[src/rtl/seg_scan_decoder_if.sv]
// Seven-segment scan bus between a display scanner (master) and the
// seg_scan_decoder observer (slave), including the decoded frame outputs.
interface seg_scan_decoder_if;
  logic [3:0] pos;
  logic       a, b, c, d, e, f, g;
  logic       dp;
  logic [3:0] dig0, dig1, dig2, dig3;
  logic [3:0] dp_out;
  logic       frame_valid;
  logic       err;

  modport master (
    output pos, a, b, c, d, e, f, g, dp,
    input  dig0, dig1, dig2, dig3, dp_out, frame_valid, err
  );

  modport slave (
    input  pos, a, b, c, d, e, f, g, dp,
    output dig0, dig1, dig2, dig3, dp_out, frame_valid, err
  );
endinterface

[src/rtl/seg_scan_decoder.sv]
// Observes multiplexed seven-segment scan lines, debounces each scan slot and
// reconstructs the four displayed BCD digits, committing whole frames atomically.
module seg_scan_decoder #(
  parameter int STABLE  = 4,
  parameter bit POS_LOW = 1'b1,
  parameter bit SEG_LOW = 1'b1
) (
  input logic          clk,
  input logic          reset,
  seg_scan_decoder_if.slave bus
);
  localparam logic [7:0] HOLD_MAX = 8'(STABLE);
  localparam logic [7:0] HOLD_CAP = 8'(STABLE - 1);

  typedef enum logic [1:0] {SETTLE, CAPTURE, HELD, COMMIT} state_t;

  state_t           state_q, state_d;
  logic [11:0]      smp_q, smp_d;
  logic [11:0]      smp_prev_q, smp_prev_d;
  logic [7:0]       hold_q, hold_d;
  logic [3:0][3:0]  shadow_q, shadow_d;
  logic [3:0]       shadow_dp_q, shadow_dp_d;
  logic [3:0]       seen_q, seen_d;
  logic             ferr_q, ferr_d;
  logic [3:0][3:0]  dig_q, dig_d;
  logic [3:0]       dp_out_q, dp_out_d;
  logic             frame_valid_q, frame_valid_d;
  logic             err_q, err_d;

  logic             chg;
  state_t           settle_next;
  logic [3:0]       cap_pos;
  logic [4:0]       dec;
  logic [1:0]       cap_idx;

  // Returns {invalid, code}: digits 0-9, blank = 4'hF, anything else 4'hE.
  function automatic logic [4:0] decode(input logic [6:0] seg);
    case (seg)
      7'b1111110: decode = {1'b0, 4'd0};
      7'b0110000: decode = {1'b0, 4'd1};
      7'b1101101: decode = {1'b0, 4'd2};
      7'b1111001: decode = {1'b0, 4'd3};
      7'b0110011: decode = {1'b0, 4'd4};
      7'b1011011: decode = {1'b0, 4'd5};
      7'b1011111: decode = {1'b0, 4'd6};
      7'b1110000: decode = {1'b0, 4'd7};
      7'b1111111: decode = {1'b0, 4'd8};
      7'b1111011: decode = {1'b0, 4'd9};
      7'b0000000: decode = {1'b0, 4'hF};
      default:    decode = {1'b1, 4'hE};
    endcase
  endfunction

  always_comb begin
    smp_d[11:8] = POS_LOW ? ~bus.pos : bus.pos;
    smp_d[7:0]  = {bus.a, bus.b, bus.c, bus.d, bus.e, bus.f, bus.g, bus.dp} ^ {8{SEG_LOW}};
  end

  // NOTE: every always_comb output gets a default first so no path can infer a latch.
  always_comb begin
    state_d       = state_q;
    smp_prev_d    = smp_q;
    shadow_d      = shadow_q;
    shadow_dp_d   = shadow_dp_q;
    seen_d        = seen_q;
    ferr_d        = ferr_q;
    dig_d         = dig_q;
    dp_out_d      = dp_out_q;
    err_d         = err_q;
    frame_valid_d = 1'b0;

    chg         = (smp_q != smp_prev_q);
    hold_d      = chg ? 8'd0 : ((hold_q >= HOLD_MAX) ? hold_q : hold_q + 8'd1);
    settle_next = (hold_d >= HOLD_CAP) ? CAPTURE : SETTLE;

    // The captured sample is smp_prev, which was already proven stable.
    cap_pos = smp_prev_q[11:8];
    dec     = decode(smp_prev_q[7:1]);
    cap_idx = 2'd0;
    for (int i = 0; i < 4; i++) begin
      if (cap_pos[i]) cap_idx = 2'(i);
    end

    case (state_q)
      SETTLE: state_d = chg ? SETTLE : settle_next;
      CAPTURE: begin
        if ($onehot(cap_pos)) begin
          shadow_d[cap_idx]    = dec[3:0];
          shadow_dp_d[cap_idx] = smp_prev_q[0];
          seen_d[cap_idx]      = 1'b1;
          if (dec[4]) ferr_d = 1'b1;
        end else if (cap_pos != 4'b0000) begin
          ferr_d = 1'b1;
        end
        if (seen_d == 4'b1111) begin
          dig_d         = shadow_d;
          dp_out_d      = shadow_dp_d;
          err_d         = ferr_d;
          seen_d        = 4'b0000;
          ferr_d        = 1'b0;
          frame_valid_d = 1'b1;
          state_d       = COMMIT;
        end else begin
          state_d = chg ? SETTLE : HELD;
        end
      end
      // A change that landed during CAPTURE shows up here as a cleared hold.
      COMMIT: begin
        if (chg)                    state_d = SETTLE;
        else if (hold_q == HOLD_MAX) state_d = HELD;
        else                        state_d = settle_next;
      end
      HELD:    state_d = chg ? SETTLE : HELD;
      default: state_d = SETTLE;
    endcase
  end

  // NOTE: state updates use non-blocking assignments so every flop samples pre-edge values.
  // NOTE: the shadow digit store is reset too, so a reset always discards a partial frame.
  always_ff @(posedge clk or negedge reset) begin
    if (!reset) begin
      state_q       <= SETTLE;
      smp_q         <= '0;
      smp_prev_q    <= '0;
      hold_q        <= '0;
      shadow_q      <= '1;
      shadow_dp_q   <= '0;
      seen_q        <= '0;
      ferr_q        <= 1'b0;
      dig_q         <= '1;
      dp_out_q      <= '0;
      frame_valid_q <= 1'b0;
      err_q         <= 1'b0;
    end else begin
      state_q       <= state_d;
      smp_q         <= smp_d;
      smp_prev_q    <= smp_prev_d;
      hold_q        <= hold_d;
      shadow_q      <= shadow_d;
      shadow_dp_q   <= shadow_dp_d;
      seen_q        <= seen_d;
      ferr_q        <= ferr_d;
      dig_q         <= dig_d;
      dp_out_q      <= dp_out_d;
      frame_valid_q <= frame_valid_d;
      err_q         <= err_d;
    end
  end

  assign bus.dig0        = dig_q[0];
  assign bus.dig1        = dig_q[1];
  assign bus.dig2        = dig_q[2];
  assign bus.dig3        = dig_q[3];
  assign bus.dp_out      = dp_out_q;
  assign bus.frame_valid = frame_valid_q;
  assign bus.err         = err_q;
endmodule

[src/flat_wrapper.sv]
// flat-port wrapper written by rule: the top's interface ports become plain ports
module seg_scan_decoder_flat 
#(
  parameter int STABLE  = 4,
  parameter bit POS_LOW = 1'b1,
  parameter bit SEG_LOW = 1'b1
)
  (clk, reset, bus_pos, bus_a, bus_b, bus_c, bus_d, bus_e, bus_f, bus_g, bus_dp, bus_dig0, bus_dig1, bus_dig2, bus_dig3, bus_dp_out, bus_frame_valid, bus_err);
  seg_scan_decoder_if bus_i ();
  input logic clk;
  input logic reset;
  input wire logic [$bits(bus_i.pos)-1:0] bus_pos;
  input wire logic [$bits(bus_i.a)-1:0] bus_a;
  input wire logic [$bits(bus_i.b)-1:0] bus_b;
  input wire logic [$bits(bus_i.c)-1:0] bus_c;
  input wire logic [$bits(bus_i.d)-1:0] bus_d;
  input wire logic [$bits(bus_i.e)-1:0] bus_e;
  input wire logic [$bits(bus_i.f)-1:0] bus_f;
  input wire logic [$bits(bus_i.g)-1:0] bus_g;
  input wire logic [$bits(bus_i.dp)-1:0] bus_dp;
  output wire logic [$bits(bus_i.dig0)-1:0] bus_dig0;
  output wire logic [$bits(bus_i.dig1)-1:0] bus_dig1;
  output wire logic [$bits(bus_i.dig2)-1:0] bus_dig2;
  output wire logic [$bits(bus_i.dig3)-1:0] bus_dig3;
  output wire logic [$bits(bus_i.dp_out)-1:0] bus_dp_out;
  output wire logic [$bits(bus_i.frame_valid)-1:0] bus_frame_valid;
  output wire logic [$bits(bus_i.err)-1:0] bus_err;
  assign bus_i.pos = bus_pos;
  assign bus_i.a = bus_a;
  assign bus_i.b = bus_b;
  assign bus_i.c = bus_c;
  assign bus_i.d = bus_d;
  assign bus_i.e = bus_e;
  assign bus_i.f = bus_f;
  assign bus_i.g = bus_g;
  assign bus_i.dp = bus_dp;
  assign bus_dig0 = bus_i.dig0;
  assign bus_dig1 = bus_i.dig1;
  assign bus_dig2 = bus_i.dig2;
  assign bus_dig3 = bus_i.dig3;
  assign bus_dp_out = bus_i.dp_out;
  assign bus_frame_valid = bus_i.frame_valid;
  assign bus_err = bus_i.err;
  seg_scan_decoder #(.STABLE(STABLE), .POS_LOW(POS_LOW), .SEG_LOW(SEG_LOW)) u_core (.clk(clk), .reset(reset), .bus(bus_i));
endmodule
[config.mk]
export PLATFORM = sky130hd
export DESIGN_NAME = seg_scan_decoder_flat
export DESIGN_NICKNAME = d
export VERILOG_FILES = /design/src/rtl/seg_scan_decoder_if.sv /design/src/rtl/seg_scan_decoder.sv /design/src/flat_wrapper.sv
export SDC_FILE = /design/constraint.sdc
export NUM_CORES = 1
export LEC_CHECK = 0
export ABC_AREA = 1
export CAP_MARGIN = 20
export CORE_MARGIN = 2
export CORE_UTILIZATION = 57
export DETAILED_ROUTE_END_ITERATION = 12
export PLACE_DENSITY = 0.79
export SLEW_MARGIN = 5
export SYNTH_ARGS = -nofsm -noshare
export SYNTH_HDL_FRONTEND = slang
export SYNTH_SLANG_ARGS = --single-unit
[constraint.sdc]
create_clock -name clk -period 2.6 [get_ports clk]
set_input_delay 0.26 -clock clk [delete_from_list [all_inputs] [get_ports clk]]
set_output_delay 0.26 -clock clk [all_outputs]
set_load 0.02 [all_outputs]
==> impl_metrics.sql <==
INSERT INTO impl_metrics (metric_group, metric, value, unit) VALUES
('setup_path', 'r2r-start', 'u_core.smp_prev_q[8]', ''),
('pwr', 'power.share.combinational', '8.0', '%'),
('yosys', 'yosysUniqueCellTypes', '30', ''),
('route', 'drt.antenna.violating_nets', '0', ''),
('yosys', 'async_flop_share', '100.0', '%'),
('setup_path', 'critPathLaunchType', 'flip-flop', ''),
('yosys', 'synth-seq-area-share', '52.30', '%'),
('cts', 'clock_tree.root_cell', 'clkbuf_8', ''),
('yosys', 'ys.warnings.count', '0', ''),
('cts', 'cts-root-to-sink-buffers', '2', ''),
('cts', 'cts_made_buffers', '9', ''),
('status', 'status', 'finished clean', ''),
('cells_and_area', 'area_growth', '21.94', '%'),
('global_routing', 'grt_pass1_wl', '13740', 'µm'),
('global_routing', 'gr-usage-met1', '28.95', '%'),
('cells_and_area', 'antenna_cells', '0', ''),
('setup_path', 'rr_worst_depth', '13', ''),
('sta', 'worst-slew-pin-transition', '0.9953', 'ns'),
('setup_path', 'timing.critical_path.required', '2.91', 'ns'),
('cts', 'cts.reportedPaths.clkPinSlew', '0.09', 'ns'),
('global_routing', 'global_route_usage_over_all_layers', '23.64', '%'),
('sta', 'finalHoldWorstSlack', '0.05062', 'ns'),
('route', 'dr_total_vias', '3153', ''),
('setup_path', 'critPathKind', 'flip-flop to flip-flop', ''),
('route', 'post_drt_wl_per_cell', '13.57', 'µm'),
('yosys', 'netlist_top_cells_area', 'dfrtp_1 31%, dfstp_2 21%, nand2_1 14%, inv_1 6.7%, nand3_1 4.3%', ''),
('yosys', 'synth_top_family_by_area', 'simple AND/OR/NAND/NOR gates', ''),
('setup_path', 'regToRegSetupSlack', '0.09', 'ns'),
('pwr', 'netSwitchingPower', '0.6401', 'mW'),
('setup_path', 'worstSetupEndpointType', 'flip-flop', ''),
('place', 'globalplace.congestion', '0.8984', ''),
('yosys', 'synth-adder-area-share', '3.039', '%'),
('yosys', 'synth_largest_area_cell', 'dfrtp_1', ''),
('yosys', 'synth_enable_flop_cells', '0', ''),
('cells_and_area', 'postLayoutCoreUtil', '71.33', '%'),
('floorplan', 'floorplan.die_area', '0.007616', 'mm²'),
('yosys', 'post_synth_most_frequent_cells', '148 x nand2_1, 71 x inv_1, 49 x dfrtp_1', ''),
('route', 'remaining_drc_errors', '0', ''),
('cts', 'numClockSinks', '81', ''),
('floorplan', 'fp.dieH', '87.27', 'µm'),
('place', 'dp_hpwl', '5389', 'µm'),
('sta', 'timing.setup.tns', '0', 'ns'),
('floorplan', 'initial_core_utilization', '58.50', '%'),
('yosys', 'synth.most_common_cell', 'nand2_1', ''),
('pwr', 'power.share.switching', '23.20', '%'),
('route', 'wirelength', '8303', 'µm'),
('yosys', 'muxShareOfSynthArea', '0', '%'),
('pwr', 'power.static_leakage', '2.426', 'nW'),
('floorplan', 'ioPinCount', '36', ''),
('pwr', 'power.share.sequential', '47.1', '%'),
('setup_path', 'reg2reg_to', 'u_core.bus.dig3[3]', ''),
('global_routing', 'gr-total-overflow', '0', ''),
('setup_path', 'timing.critical_path.fanout_max', '6', ''),
('yosys', 'fraction_of_the_mapped_netlist_area_in_compound_gates', '5.761', '%'),
('pwr', 'p_int', '2.119', 'mW'),
('yosys', 'synth_nets', '495', ''),
('cts', 'worst_skew_pair.late_latency', '0.37', 'ns'),
('global_routing', 'pin_count_of_the_biggest_net_entering_global_routing', '82', ''),
('global_routing', 'globalRouteMet2Util', '39.60', '%'),
('sta', 'clock.fmax', '398.1', 'MHz'),
('run', 'max_cap_viol_count', '0', ''),
('sta', 'finalHoldViolations', '0', ''),
('cts', 'cts_tree', 'done', ''),
('sta', 'final.setup_skew', '0.01911', 'ns'),
('global_routing', 'antenna_found_initial', '0', ''),
('floorplan', 'die_w', '87.27', 'µm'),
('pwr', 'power_per_cell_area', '572.4', 'mW/mm²'),
('sta', 'final_period_minus_worst_setup_slack', '2.512', 'ns'),
('yosys', 'synth.cell_area', '0.003953', 'mm²'),
('global_routing', 'first_global_vias', '3109', ''),
('sta', 'setup_violations', '0', '');
## layout make-up
type / count / area (µm²)
clock inverters: 5 / 106.4
repair buffers: 50 / 473.0
multi-input cells: 310 / 1618
inverters: 75 / 281.5
clock buffers: 11 / 173.9
well taps: 80 / 100.1
fillers: 518 / 1937
flip-flops and latches: 81 / 2067
## sequential cells by signal, indices dropped and copies added (netlist names), 8 cells and up
| signal | flops |
|---|---|
| u_core.shadow_q | 16 |
| u_core.smp_prev_d | 12 |
| u_core.smp_prev_q | 12 |
| u_core.hold_q | 8 |
## worst max-delay path by stage
stage,startpoint,to,slack (ns),cells past startpoint
after detailed placement,u_core.smp_prev_q[11],u_core.shadow_q[4],-0.03,12
after floorplan,u_core.smp_prev_q[10],u_core.bus.dp_out[0],0.18,13
final,u_core.smp_prev_q[8],u_core.bus.dig3[3],0.09,13
after CTS,u_core.smp_prev_q[11],u_core.bus.dig2[1],0.005,13
after global routing,u_core.smp_prev_q[8],u_core.bus.dig3[3],-0.04,13
after global placement,u_core.smp_prev_q[11],u_core.seen_q[1],0.03,12
## layout by cell type, fill, tap and decap left out, types with 3 or more instances in the layout
master / synthesis / routed
nand2_1: 148 / 148
inv_1: 71 / 70
dfrtp_1: 49 / 49
nor2_1: 40 / 39
nand3_1: 34 / 34
clkdlybuf4s50_1: 0 / 34
dfstp_2: 32 / 32
o21ai_0: 22 / 22
buf_4: 0 / 15
clkbuf_8: 0 / 9
xor2_1: 8 / 8
a21oi_1: 7 / 7
nor2_2: 7 / 6
o21ai_1: 6 / 6
ha_1: 8 / 6
inv_2: 4 / 5
nor2_4: 1 / 5
nand2_4: 0 / 4
nor3_1: 3 / 3
bufinv_16: 0 / 3
## critical path, cell delays in order, from the launching register on
cell     delay, ns
dfrtp_1       0.39
inv_1         0.06
ha_1          0.27
ha_2          0.17
fa_2          0.43
inv_2         0.09
nand2_1       0.06
nor2_2        0.13
nand3_2       0.11
nand2_4       0.11
nand3_4       0.15
nor2_4        0.29
nor2_1        0.08
a21oi_1       0.12
## what timing repair did
action	CTS	global route
resized for setup	1	10
gates cloned	1	1
setup buffers	0	6
endpoints found under the setup margin	12	35
hold buffers	0	0
pin swaps	2	10
## metal layers
layer  vias up  share of wire, %
li1       1559                 -
met1      1485                42
met2        85                51
met3        24               4.3
met4         0               3.0
met5         -                 0
## metrics by stage
step,std cells,total power [mW],setup WS (ns),cell area [µm²]
2_1_floorplan,472,1.445,0.1757,3953
3_3_place_gp,588,1.519,0.02633,4409
3_5_place_dp,588,1.526,-0.03462,4409
4_1_cts,605,2.744,0.004979,4703
5_1_grt,612,2.850,-0.04454,4820
6_report,612,2.759,0.08803,4820
## logic make-up after synthesis
family | count (synthesis)
AOI/OAI and AO/OA | 40
xor gates and xnor gates | 10
adders and majority gates | 9
buffers and inverters | 83
DFF | 81
and+or+nand+nor | 249
## power groups by stage
stage / Combinational (mW) / Clock, mW / Sequential [mW]
after global routing: 0.247 / 1.30 / 1.30
after detailed placement: 0.203 / 0 / 1.32
after floorplan: 0.129 / 0 / 1.32
after global placement: 0.198 / 0 / 1.32
after CTS: 0.204 / 1.24 / 1.30
final: 0.221 / 1.24 / 1.30
Note: power is estimated with default switching activity, not from simulation.
